$ cat src/rtl/uff_pkg.sv
// Shared mode encoding for the universal flip-flop bank.
package uff_pkg;

  typedef logic [1:0] mode_t;

  localparam mode_t MODE_D  = 2'b00;
  localparam mode_t MODE_T  = 2'b01;
  localparam mode_t MODE_SR = 2'b10;
  localparam mode_t MODE_JK = 2'b11;

endpackage

$ cat src/rtl/uff_cell.sv
// One bit of the bank: combinational next state and illegal S=R=1 detect.
module uff_cell
  import uff_pkg::*;
(
  input  logic  q,
  input  logic  a,
  input  logic  b,
  input  mode_t mode,
  input  logic  en,
  input  logic  load,
  input  logic  load_val,
  output logic  q_next,
  output logic  sr_ill
);

  always_comb begin
    q_next = q;
    sr_ill = 1'b0;
    if (load) begin
      q_next = load_val;
    end else if (en) begin
      case (mode)
        MODE_D: q_next = a;
        MODE_T: q_next = q ^ a;
        MODE_SR: begin
          case ({a, b})
            2'b00: q_next = q;
            2'b10: q_next = 1'b1;
            2'b01: q_next = 1'b0;
            2'b11: sr_ill = 1'b1;  // illegal: hold and flag
          endcase
        end
        MODE_JK: begin
          case ({a, b})
            2'b00: q_next = q;
            2'b10: q_next = 1'b1;
            2'b01: q_next = 1'b0;
            2'b11: q_next = ~q;
          endcase
        end
      endcase
    end
  end

endmodule

$ cat src/rtl/universal_ff_bank.sv
// WIDTH-bit register bank with run-time D/T/SR/JK behaviour per bit.
// Optional saturating bit-change counter enabled by macro UFF_CHG_CNT_EN.
module universal_ff_bank
  import uff_pkg::*;
#(
  parameter int WIDTH = 8,
  parameter int CNT_W = 16
) (
  input  logic             clk,
  input  logic             rst,
  input  logic             mode_wr,
  input  logic [1:0]       mode_in,
  input  logic             en,
  input  logic             load,
  input  logic [WIDTH-1:0] load_val,
  input  logic [WIDTH-1:0] a,
  input  logic [WIDTH-1:0] b,
  input  logic             err_clr,
  output logic [WIDTH-1:0] q,
  output logic [WIDTH-1:0] qn,
  output logic [1:0]       mode_q,
  output logic [WIDTH-1:0] sr_err,
  output logic [CNT_W-1:0] chg_cnt
);

  logic [WIDTH-1:0] q_reg;
  logic [WIDTH-1:0] q_next;
  logic [WIDTH-1:0] sr_ill;
  logic [WIDTH-1:0] sr_err_reg;
  logic [WIDTH-1:0] sr_err_next;
  mode_t            mode_reg;

  generate
    for (genvar gi = 0; gi < WIDTH; gi++) begin : g_cell
      uff_cell u_cell (
        .q        (q_reg[gi]),
        .a        (a[gi]),
        .b        (b[gi]),
        .mode     (mode_reg),
        .en       (en),
        .load     (load),
        .load_val (load_val[gi]),
        .q_next   (q_next[gi]),
        .sr_ill   (sr_ill[gi])
      );
    end
  endgenerate

  // A fresh illegal condition outranks a simultaneous clear.
  assign sr_err_next = (sr_err_reg & ~{WIDTH{err_clr}}) | sr_ill;

  always_ff @(posedge clk or negedge rst) begin
    if (!rst) begin
      q_reg      <= '0;
      mode_reg   <= MODE_D;
      sr_err_reg <= '0;
    end else begin
      q_reg      <= q_next;
      sr_err_reg <= sr_err_next;
      if (mode_wr) begin
        mode_reg <= mode_t'(mode_in);
      end
    end
  end

  assign q      = q_reg;
  assign qn     = ~q_reg;
  assign mode_q = mode_reg;
  assign sr_err = sr_err_reg;

`ifdef UFF_CHG_CNT_EN
  localparam int PC_W  = $clog2(WIDTH + 1);
  localparam int SUM_W = ((CNT_W > PC_W) ? CNT_W : PC_W) + 1;
  localparam logic [SUM_W-1:0] CNT_MAX = {{(SUM_W - CNT_W){1'b0}}, {CNT_W{1'b1}}};

  logic [PC_W-1:0]  pc_next;
  logic [SUM_W-1:0] sum_next;
  logic [CNT_W-1:0] cnt_reg;
  logic [CNT_W-1:0] cnt_next;

  always_comb begin
    pc_next = '0;
    for (int i = 0; i < WIDTH; i++) begin
      pc_next = pc_next + PC_W'(q_next[i] ^ q_reg[i]);
    end
    // Widened sum so the saturation compare never sees a wrapped value.
    sum_next = SUM_W'(cnt_reg) + SUM_W'(pc_next);
    cnt_next = (sum_next > CNT_MAX) ? {CNT_W{1'b1}} : sum_next[CNT_W-1:0];
  end

  always_ff @(posedge clk or negedge rst) begin
    if (!rst) begin
      cnt_reg <= '0;
    end else begin
      cnt_reg <= cnt_next;
    end
  end

  assign chg_cnt = cnt_reg;
`else
  assign chg_cnt = '0;
`endif

endmodule

$ cat config.mk
export PLATFORM = sky130hd
export DESIGN_NAME = universal_ff_bank
export DESIGN_NICKNAME = d
export VERILOG_FILES = /design/src/rtl/uff_pkg.sv /design/src/rtl/uff_cell.sv /design/src/rtl/universal_ff_bank.sv
export SDC_FILE = /design/constraint.sdc
export NUM_CORES = 1
export LEC_CHECK = 0
export CAP_MARGIN = 5
export CORE_MARGIN = 1
export CORE_UTILIZATION = 43
export CTS_CLUSTER_DIAMETER = 120
export CTS_CLUSTER_SIZE = 24
export DETAILED_ROUTE_END_ITERATION = 12
export HOLD_SLACK_MARGIN = 0.06
export PLACE_DENSITY = 0.82
export SLEW_MARGIN = 10
export SYNTH_ARGS = -nofsm -noshare
export SYNTH_HDL_FRONTEND = slang
export SYNTH_HIERARCHICAL = 1
export SYNTH_SLANG_ARGS = --single-unit
export TNS_END_PERCENT = 1
$ cat constraint.sdc
create_clock -name clk -period 1.7 [get_ports clk]
set_input_delay 0.255 -clock clk [delete_from_list [all_inputs] [get_ports clk]]
set_output_delay 0.255 -clock clk [all_outputs]
set_load 0.005 [all_outputs]
==> flow_summary.yaml <==
run_status:
  status: "complete, no violations"
finish:
  n_fill_cell: 335
  layout-drive-gt1-share: 0.208
  final_area_um2: 2450
  regArea_um2: 452
  multi_input_area_um2: 1030
  area_growth_syn_to_layout_pct: 44.3
  num_antenna_cells: 0
  fin_cells: 303
  final_net_count: 305
global_route:
  antenna_found_initial: 0
  grt_pass1_vias: 1389
  grt_overflow_total: 0
  grt_usage: 0.182
  grt_max_degree: 27
  grt_pass1_wl_um: 5930
floorplanning:
  rows: 22
  ios: 74
  core-area_um2: 3720
  initial_core_util: 0.457
  die_height_um: 64.9
  fp.dieW_um: 64.9
  die_area_um2: 4210
route:
  drt-total-wl_um: 3640
  wl_per_cell_um: 12.0
  drt_pre_antenna_iters: 4
  wl_met2_um: 1830
  dr_wl_met3_um: 179
  avgViaCountPerCell: 5.01
  drt_iter0_drc: 55
  drt.antenna.violating_nets: 0
  vias: 1518
  m1WireLength_um: 1630
  drc: 0
  top_layer: "met4"
pwr:
  power.leakage_uw: 0.00123
  p_per_area_nw_per_um2: 557
  irDropWorstVdd_uv: 344
synth:
  ys_warn_count: 6
  synthTopCellsByArea: "dfrtp_1 27%, ha_1 12%, mux2_4 8.8%"
  syn_inst: 182
  netlist_area_um2: 1700
  synth_area_leader_cell: "dfrtp_1"
  seq_area_frac_synth: 0.265
  synth_top_area_share: 0.265
  postSynthAreaPerCell_um2: 9.34
  synth_cell_types: 17
  synth-seq-cells: 18
critical_path:
  worstPathCellList: "clkdlybuf4s50_1"
  crit_slowest_cell: "clkdlybuf4s50_1"
  crit_arrival_ns: 1.36
  cp-start-kind: "flop"
  crit_family: "buffers and inverters"
  endpoint_kind: "primary output"
  crit_fanout: 10
  slowest_delay_ns: 0.57
  critical_path_class: "flop to primary output"
  required_ns: 1.44
  path_buf_inv: 1
timing:
  rsz0062_at_grt: "false"
  fin_tns_setup_ns: 0
  clock.fmax_mhz: 620
  final-setup-viol-count: 0
  fin_crit_ns: 1.61
  hold_violations: 0
  clock_skew_ns: 0.00240
  finalCritPeriodShare: 0.949
  final-max-slew-violation-count: 0
  whs_ns: 0.347
place:
  io_buffers: 57
  hpwl_um: 2810
  placed_area_um2: 2410
  place_inst: 300
  gp_congestion: 0.790
cts:
  cts_tree: "built"
  clk_path_buf_depth: 2
  postCtsHoldBufs: 0
  clock_latency_ns: 0.25
  cts-buffers-inserted: 3
  root_buffer: "clkbuf_8"
  htree_num_levels: 1
  clk_transition_reported_paths_ns: 0.07
  cts_resized: 1
  cts_sinks: 18
  cts_setup_buffers: 0
flow_run:
  drv_cap: 0
min_path:
  hp-class: "primary input to asynchronous set/reset pin"
Yosys cell counts:
library cell  number
and4_1             8
inv_1             32
a21o_1             8
dfrtp_1           18
a21o_2             8
conb_1             1
ha_1              16
nor2b_1            8
o2111ai_1          8
buf_4             16
mux2_4            10
a21oi_1            8
nand2_1            8
o311ai_1           8
o211ai_1           8
inv_2              9
o31ai_2            8
metal layers:
metal  up-vias  track usage
met4         0       0.0472
met5         -            0
met3         2       0.0299
li1        765            -
met2        42        0.331
met1       709        0.217
cell families (layout without fill, tap and decap cells):
kind of cell,count (synthesis),in the layout,synth area share
buffers and inverters,57,115,0.161
AO/OA/AOI/OAI,56,56,0.277
AND/OR/NAND/NOR,24,24,0.0884
flip-flops,18,18,0.265
adder cells (fa/ha/maj),16,16,0.118
multiplexers,10,10,0.0884
other,1,16,0.00221
cell type report:
cell class | count | area share
Tap cell | 48 | 0.0245
Inverter | 41 | 0.0628
Sequential cell | 18 | 0.184
Multi-Input combinational cell | 122 | 0.421
Timing Repair Buffer | 71 | 0.291
Clock buffer | 3 | 0.0168
final timing paths:
check                           from   endpoint  slack [ns]  cells past startpoint
max in group asynchronous        rst  mode_q[0]        1.14                      2
hold reg to reg            sr_err[2]  sr_err[2]        0.48                      1
min in group clk           sr_err[2]  sr_err[2]        0.48                      1
hold / removal                   rst       q[2]        0.35                      2
setup reg to reg           mode_q[0]       q[2]        0.35                      4
setup / recovery           mode_q[0]  mode_q[0]        0.09                      1
placed cells by master, fill, tap and decap left out:
cell | synthesis | layout
clkdlybuf4s50_1 | 0 | 57
inv_1 | 32 | 32
a21oi_1 | 8 | 8
o2111ai_1 | 8 | 8
ha_1 | 16 | 16
dfrtp_2 | 0 | 1
mux2_4 | 10 | 10
clkbuf_8 | 0 | 3
o31ai_2 | 8 | 8
a21o_2 | 8 | 8
nor2b_1 | 8 | 8
nand2_1 | 8 | 8
a21o_1 | 8 | 8
and4_1 | 8 | 8
o311ai_1 | 8 | 8
o211ai_1 | 8 | 8
dfrtp_1 | 18 | 17
buf_12 | 0 | 3
conb_1 | 1 | 16
buf_4 | 16 | 11
inv_2 | 9 | 9
stage by stage:
step | power [uW] | setup slack [ns] | utilization
after floorplan | 793 | 0.173 | -
after global placement | 1070 | -0.000877 | 0.648
after detailed placement | 1090 | -0.0482 | 0.648
after CTS | 1380 | 0.0772 | 0.660
after global routing | 1450 | 0.0337 | 0.660
final | 1360 | 0.0866 | 0.660
where the power goes:
part           total, uW  internal (uW)  switching [uW]
clock network        288            157             131
logic                573            337             235
registers            504            464            39.9
Power figures use the tool's default switching activity.
